## config.mk

```make
export PLATFORM = sky130hd
export DESIGN_NAME = ps2_key_event_flat
export DESIGN_NICKNAME = d
export VERILOG_FILES = /design/src/rtl/ps2_key_event_pkg.sv /design/src/rtl/ps2_key_event_if.sv /design/src/rtl/ps2_key_event_fifo.sv /design/src/rtl/ps2_key_event.sv /design/src/flat_wrapper.sv
export SDC_FILE = /design/constraint.sdc
export NUM_CORES = 1
export LEC_CHECK = 0
export ABC_CLOCK_PERIOD_IN_PS = 4800
export CAP_MARGIN = 10
export CORE_ASPECT_RATIO = 0.75
export CORE_UTILIZATION = 40
export CTS_BUF_LIST = sky130_fd_sc_hd__clkbuf_8
export CTS_CLUSTER_DIAMETER = 120
export DETAILED_ROUTE_END_ITERATION = 7
export SYNTH_ARGS = -nofsm -noshare
export SYNTH_HDL_FRONTEND = slang
export SYNTH_SLANG_ARGS = --single-unit
```

## constraint.sdc

```tcl
create_clock -name clk -period 4.8 [get_ports clk]
set_input_delay 0.72 -clock clk [delete_from_list [all_inputs] [get_ports clk]]
set_output_delay 0.72 -clock clk [all_outputs]
set_load 0.1 [all_outputs]
```

## src/rtl/ps2_key_event_pkg.sv

```systemverilog
// ps2_pkg: shared constants, FSM state and event types for the PS/2 key-event decoder
package ps2_pkg;
  localparam logic [7:0] PFX_EXT = 8'hE0;
  localparam logic [7:0] PFX_BRK = 8'hF0;
  localparam logic [7:0] KEY_UP = 8'h75;
  localparam logic [7:0] KEY_DOWN = 8'h72;
  localparam logic [7:0] KEY_LEFT = 8'h6B;
  localparam logic [7:0] KEY_RIGHT = 8'h74;
  // State bits double as the pending {break,ext} prefix flags.
  typedef enum logic [1:0] {
    ST_IDLE = 2'b00,
    ST_EXT = 2'b01,
    ST_BRK = 2'b10,
    ST_EXT_BRK = 2'b11
  } state_t;
  typedef struct packed {
    logic ext;
    logic brk;
    logic [7:0] code;
  } event_t;
  // Controller response bytes carry no key information.
  function automatic logic is_resp(input logic [7:0] code);
    return code inside {8'h00, 8'hAA, 8'hEE, 8'hFA, 8'hFE, 8'hFF};
  endfunction
  // One-hot {up,down,left,right} position of an arrow code, 0 otherwise.
  function automatic logic [3:0] arrow_mask(input logic [7:0] code);
    return {code == KEY_UP, code == KEY_DOWN, code == KEY_LEFT, code == KEY_RIGHT};
  endfunction
endpackage

```

## src/rtl/ps2_key_event_if.sv

```systemverilog
// ps2_key_event_if: scan-code input, event-queue read side and status of the key-event decoder
//   master: drives scan_done_tick/scan_code/rd_event, observes the event head and status
//   slave : the decoder side
interface ps2_key_event_if;
  logic scan_done_tick;
  logic [7:0] scan_code;
  logic rd_event;
  logic empty;
  logic [7:0] ev_code;
  logic ev_ext;
  logic ev_break;
  logic overflow;
  logic [3:0] dir_held;
  modport master (
    output scan_done_tick, scan_code, rd_event,
    input empty, ev_code, ev_ext, ev_break, overflow, dir_held
  );
  modport slave (
    input scan_done_tick, scan_code, rd_event,
    output empty, ev_code, ev_ext, ev_break, overflow, dir_held
  );
endinterface

```

## src/rtl/ps2_key_event_fifo.sv

```systemverilog
// ps2_event_fifo: show-ahead register-file FIFO of 2^W_SIZE key events
//   push_i/din_i : write request and data (accepted if not full, or full with a pop)
//   pop_i        : pop request (ignored when empty)
//   full_o/empty_o, dout_o : status and head entry (0 when empty)
module ps2_event_fifo
  import ps2_pkg::*;
#(
  parameter int W_SIZE = 2
) (
  input  logic   clk,
  input  logic   reset,
  input  logic   push_i,
  input  event_t din_i,
  input  logic   pop_i,
  output logic   full_o,
  output logic   empty_o,
  output event_t dout_o
);
  event_t mem_q [2**W_SIZE];
  logic [W_SIZE-1:0] wr_q, rd_q;
  logic [W_SIZE:0] cnt_q;
  logic pop_en, push_en;
  assign empty_o = cnt_q == '0;
  assign full_o = cnt_q[W_SIZE];
  assign pop_en = pop_i & ~empty_o;
  // A pop frees the slot a full-FIFO push needs in the same cycle.
  assign push_en = push_i & (~full_o | pop_en);
  assign dout_o = empty_o ? '0 : mem_q[rd_q];
  always_ff @(posedge clk or posedge reset)
    if (reset) begin
      wr_q <= '0;
      rd_q <= '0;
      cnt_q <= '0;
    end else begin
      wr_q <= wr_q + W_SIZE'(push_en);
      rd_q <= rd_q + W_SIZE'(pop_en);
      cnt_q <= cnt_q + (W_SIZE+1)'(push_en) - (W_SIZE+1)'(pop_en);
    end
  always_ff @(posedge clk)
    if (push_en) mem_q[wr_q] <= din_i;
endmodule

```

## src/rtl/ps2_key_event.sv

```systemverilog
// ps2_key_event: folds E0/F0 prefixes into make/break events, queues them, tracks arrow-key hold state
//   clk, reset : clock and asynchronous active-high reset
//   bus        : scan-code strobe/byte in, event head/pop, overflow and dir_held out
module ps2_key_event
  import ps2_pkg::*;
#(
  parameter int W_SIZE = 2
) (
  input logic clk,
  input logic reset,
  ps2_key_event_if.slave bus
);
  state_t state_q, state_d;
  logic overflow_q, overflow_d;
  logic [3:0] dir_q, dir_d, mask;
  logic tick, is_e0, is_f0, emit, full, empty;
  event_t ev, head;
  assign tick = bus.scan_done_tick & ~is_resp(bus.scan_code);
  assign is_e0 = bus.scan_code == PFX_EXT;
  assign is_f0 = bus.scan_code == PFX_BRK;
  assign emit = tick & ~is_e0 & ~is_f0;
  assign ev = '{ext: state_q[0], brk: state_q[1], code: bus.scan_code};
  assign mask = arrow_mask(bus.scan_code);
  // Prefixes accumulate into the state bits in any order; a key byte closes the event.
  assign state_d = !tick ? state_q : emit ? ST_IDLE : state_t'(state_q | {is_f0, is_e0});
  // A full FIFO only has room if the head is popped this cycle.
  assign overflow_d = overflow_q | (emit & full & ~bus.rd_event);
  assign dir_d = (emit & ev.ext) ? (ev.brk ? dir_q & ~mask : dir_q | mask) : dir_q;
  always_ff @(posedge clk or posedge reset)
    if (reset) begin
      state_q <= ST_IDLE;
      overflow_q <= 1'b0;
      dir_q <= '0;
    end else begin
      state_q <= state_d;
      overflow_q <= overflow_d;
      dir_q <= dir_d;
    end
  ps2_event_fifo #(.W_SIZE(W_SIZE)) u_fifo (
    .clk    (clk),
    .reset  (reset),
    .push_i (emit),
    .din_i  (ev),
    .pop_i  (bus.rd_event),
    .full_o (full),
    .empty_o(empty),
    .dout_o (head)
  );
  assign bus.empty = empty;
  assign bus.ev_code = head.code;
  assign bus.ev_ext = head.ext;
  assign bus.ev_break = head.brk;
  assign bus.overflow = overflow_q;
  assign bus.dir_held = dir_q;
endmodule

```

## src/flat_wrapper.sv

```systemverilog
// flat-port wrapper written by rule: the top's interface ports become plain ports
module ps2_key_event_flat import ps2_pkg::*;
#(
  parameter int W_SIZE = 2
)
  (clk, reset, bus_scan_done_tick, bus_scan_code, bus_rd_event, bus_empty, bus_ev_code, bus_ev_ext, bus_ev_break, bus_overflow, bus_dir_held);
  ps2_key_event_if bus_i ();
  input logic clk;
  input logic reset;
  input wire logic [$bits(bus_i.scan_done_tick)-1:0] bus_scan_done_tick;
  input wire logic [$bits(bus_i.scan_code)-1:0] bus_scan_code;
  input wire logic [$bits(bus_i.rd_event)-1:0] bus_rd_event;
  output wire logic [$bits(bus_i.empty)-1:0] bus_empty;
  output wire logic [$bits(bus_i.ev_code)-1:0] bus_ev_code;
  output wire logic [$bits(bus_i.ev_ext)-1:0] bus_ev_ext;
  output wire logic [$bits(bus_i.ev_break)-1:0] bus_ev_break;
  output wire logic [$bits(bus_i.overflow)-1:0] bus_overflow;
  output wire logic [$bits(bus_i.dir_held)-1:0] bus_dir_held;
  assign bus_i.scan_done_tick = bus_scan_done_tick;
  assign bus_i.scan_code = bus_scan_code;
  assign bus_i.rd_event = bus_rd_event;
  assign bus_empty = bus_i.empty;
  assign bus_ev_code = bus_i.ev_code;
  assign bus_ev_ext = bus_i.ev_ext;
  assign bus_ev_break = bus_i.ev_break;
  assign bus_overflow = bus_i.overflow;
  assign bus_dir_held = bus_i.dir_held;
  ps2_key_event #(.W_SIZE(W_SIZE)) u_core (.clk(clk), .reset(reset), .bus(bus_i));
endmodule
```

Word-level counts from Yosys, hierarchy flattened
Memory sizes are Yosys's and may differ from the RTL's.
Cells that the tools add are included.
Storage, ports and cells
  bits in registers: 14
  memories: 1
  input bits: 12
  output and inout port bits: 16
  logic and storage cells: 50
  memory bits (writable): 40
Memory list
  u_core.u_fifo.mem_q: words 4, bits a word 10, read ports 1, clocked after Yosys merged registers in 0, write ports 1, line ps2_key_event_fifo.sv:19  | event_t mem_q [2**W_SIZE];
Cells by class
  reductions and logical operators: 3
  bitwise logic cells: 20
  add/subtract/negate cells: 4
  eq/ne operators: 11
  mux-type cells: 5
Operators by type and width (count)
  $eq 8x8->1 const B: 7
  $eq 8x7->1 const B: 4
  $mux 10: 1
  $and 1x1->1: 8
  $logic_not 8->1: 1
  $not 1->1: 6
  $reduce_bool 6->1: 1
  $add 2x1->2: 2
  $and 4x4->4: 1
  $mux 4: 1
  $not 4->4: 1
  $or 4x4->4: 1
  $add 3x1->3: 1
  $logic_not 3->1: 1
  $sub 3x1->3: 1
  $mux 1: 2
  $mux 2: 1
  $or 1x1->1: 2
  $or 2x2->2: 1

Logic depth before layout (Yosys ltp)
  depth after elaboration: 9
  depth in mapped cells: 12

Modules after synthesis
Synthesis repeated with hierarchy kept, for this count alone.
Unflattened totals
  cells, all modules: 141
  area, all modules: 2364.8 um^2
By module, submodules not included
  ps2_event_fifo: times used 1, cells each 94, area an instance 1926.8 um^2
  ps2_key_event: times used 1, cells each 47, area an instance 437.9 um^2

Worst setup path after synthesis
Ideal clock, no wire load.
  kind: register to output
  start: reg u_core.u_fifo.cnt_q[1]
  end: out bus_ev_break
  path buffers: 1
  path slack: 1450 ps
  data arrival time: 2630 ps
  cell stages (with the launch flop): 4
  cell sequence: dfrtp_1 -> nor3_1 -> clkbuf_1 -> nor2b_1
Between the ends
  cells in the longest elaborated chain, start to end: 2
Ends and longest elaborated chain
  start: declaration: line ps2_key_event_fifo.sv:21  | logic [W_SIZE:0] cnt_q;
  start signal: assignment: line ps2_key_event_fifo.sv:37  | cnt_q <= cnt_q + (W_SIZE+1)'(push_en) - (W_SIZE+1)'(pop_en);
  $logic_not 3->1: line ps2_key_event_fifo.sv:23  | assign empty_o = cnt_q == '0;
  named net bus_empty: line flat_wrapper.sv:13  | output wire logic [$bits(bus_i.empty)-1:0] bus_empty;
  $mux 10: line ps2_key_event_fifo.sv:28  | assign dout_o = empty_o ? '0 : mem_q[rd_q];
  end: declaration: line flat_wrapper.sv:16  | output wire logic [$bits(bus_i.ev_break)-1:0] bus_ev_break;
The timed path passes the listed nets, and every way through them passes these cells.

Worst setup path after layout
  start: reg u_core.u_fifo.rd_q[0]
  end: out bus_ev_break
Between the ends
  cells in the longest elaborated chain, start to end: 2
Ends and longest elaborated chain
  start: declaration: line ps2_key_event_fifo.sv:20  | logic [W_SIZE-1:0] wr_q, rd_q;
  start signal: assignment: line ps2_key_event_fifo.sv:36  | rd_q <= rd_q + W_SIZE'(pop_en);
  $mem_v2 4x10
  $mux 10: line ps2_key_event_fifo.sv:28
Every way passes these cells.

==> results.ini <==
[floorplan]
core_area_mm2=0.00550
die-area_mm2=0.00616
die_x_um=90.3
die_h_um=68.2
initial_core_util_pct=42.5
ios=28
rows=23

[sta]
slew_viol_final=0
hold_viol_final=0
fin_crit_ps=3500
fin_tns_setup_ps=0
fin_skew_ps=6.11
worst_pin_slew_ps=981
setup_violations=0
min_period_over_period_pct=72.9
slew_headroom_pct=34.4
rsz0062_at_grt=false
max_freq_mhz=286

[flow_run]
drv_cap=0

[route]
vias=1266
vias_per_cell=5.10
drt_first_pass_iters=4
drc=0
first_iter_violations=35
ant_nets=0
routed_wl_mm=4.16
wl_per_cell_um=16.8

[synthesis]
synth_compound_area_share_pct=4.07
synth_cell_types=38
syn-cell-area_mm2=0.00234
synthAdderAreaFrac_pct=3.00
synth_edf_count=40
postSynthAreaPerCell_um2=16.5
synth_ff_type=edfxtp_1
yosys.area_share.simple_pct=10.8
synth_top_family_by_area=multiplexers
syn_nets=159
synthMuxAreaShare_pct=10.9
yosys_warnings=0
ys_seq_elements=54
async_reset_ff_share_pct=25.9
netlist_instances=142
synth.yosys.seq_area_share_pct=66.4
synth-xor-area-share_pct=1.87

[final_layout]
num-nets-final=189
fillCellCount=470
multi_input_area_um2=717
syn_to_final_growth_pct=18.3
mostFrequentLayoutCells=40 x edfxtp_1, 27 x clkdlybuf4s50_1, 14 x dfrtp_1, 11 x inv_1
final_cells=248
drive_above_1_share_pct=12.1
diodes=0
seqCellArea_mm2=0.00155
mostFrequentLayoutCell=edfxtp_1

[global_route]
grt_use_total_pct=14.9
grt_pass1_wl_mm=6.62
grt_pass1_vias=1280
grt_max_degree=18
grt_overflow=0
use_met3_pct=3.67
grt_busiest_layer=met2
met1_usage_pct=19.3
antenna_found_initial=0
grt_use_met2_pct=24.5

[critical_path]
arrival_ps=2780
worstSetupEndpointType=output port
cp_max_fo=11
worstSetupStartpointType=flip-flop
critical_path_class=flip-flop to output port
required_ps=4080

[clock_network]
cts_buffers=5
clock-sinks=54
cts_setup_buffers=0
cts_hold_buffers=0
path_clk_slew_ps=90
cts_tree=built
root_buffer=clkbuf_8
clockBufferDepth=2
h-tree-depth=2
clock_latency_ps=300
cts_resized=0

[run_status]
outcome=complete, no violations

[placed_design]
dp_hpwl_mm=2.78
gp_congestion=0.816
dpl.cell_count=240
portBuffers=27

[worst_hold_path]
holdCritPathClass=flip-flop to flip-flop

worst paths after layout:
| kind | from | to | slack (ps) | depth (start not counted) |
|---|---|---|---|---|
| max | u_core.u_fifo.rd_q[0] | bus_ev_break | 1300 | 3 |
| max reg2reg | u_core.u_fifo.cnt_q[1] | u_core.u_fifo.cnt_q[2] | 2590 | 10 |
| min in group asynchronous | reset | asynchronous set/reset pin | 750 | 2 |
| min | u_core.bus.overflow | u_core.bus.overflow | 470 | 1 |
| min reg2reg | u_core.bus.overflow | u_core.bus.overflow | 470 | 1 |
| max in group asynchronous | reset | u_core.state_q[1] | 3700 | 2 |
cell type report:
class,count,area share (%)
multi-input cells,73,25.9
clock buffers,5,2.49
flip-flops and latches,54,56.1
repair buffers,28,10.0
well taps,75,3.40
inverters,10,1.36
clock inverters,3,0.634
stage by stage:
stage | cell area [um2] | hold slack, ps | utilization (%) | worst slack, ps
floorplan | 2340 | 473 | - | 1450
global placement | 2680 | 466 | 48.7 | 1230
detailed placement | 2680 | 454 | 48.7 | 1130
CTS | 2760 | 475 | 50.3 | 1230
global route | 2760 | 491 | 50.3 | 1140
finish | 2760 | 475 | 50.3 | 1300
cell families after synthesis:
kind of cell / count (synthesis)
buf+inv: 15
fa+ha+maj: 5
compound gates: 10
mux: 13
simple gates: 40
xor+xnor: 5
flops: 54
synth_stat cells, drive strengths merged, types with 2 or more instances:
library cell	instances	area share, %
mux4	10	9.6
nand4b	3	1.1
nand3b	2	0.64
and4b	2	0.86
mux2i	3	1.3
a31o	2	0.75
dfrtp	14	15
nor2b	10	2.7
clkbuf	2	0.32
edfxtp	40	51
buf	3	1.0
nand2	4	0.64
xnor2	3	1.1
or3	2	0.54
and4	2	0.75
inv	10	1.6
nor4	2	0.54
nor2	6	0.96
ha	4	2.1
xor2	2	0.75
worst max-delay path, cell delays in order, from the launching register on:
cell             delay, ps
dfrtp_1                780
mux4_2                 580
nor2b_1                140
clkdlybuf4s50_1        970
routing by layer:
layer	wire length [um]	vias to the layer above
met1	1980	629
met2	1970	33
li1	-	600
met5	0	-
met4	41	0
met3	170	4
sequential cells by signal, summed over array words and instances (netlist names), named ones only:
register / count
u_core.u_fifo.mem_q: 40
u_core.u_fifo.cnt_q: 3
u_core.state_q: 2
u_core.u_fifo.rd_q: 2
u_core.u_fifo.wr_q: 2
u_core.bus.overflow: 1
Power is left out: the tool's default activity adds up to more than one toggle a clock period on the data nets, which glitch-free logic cannot reach.
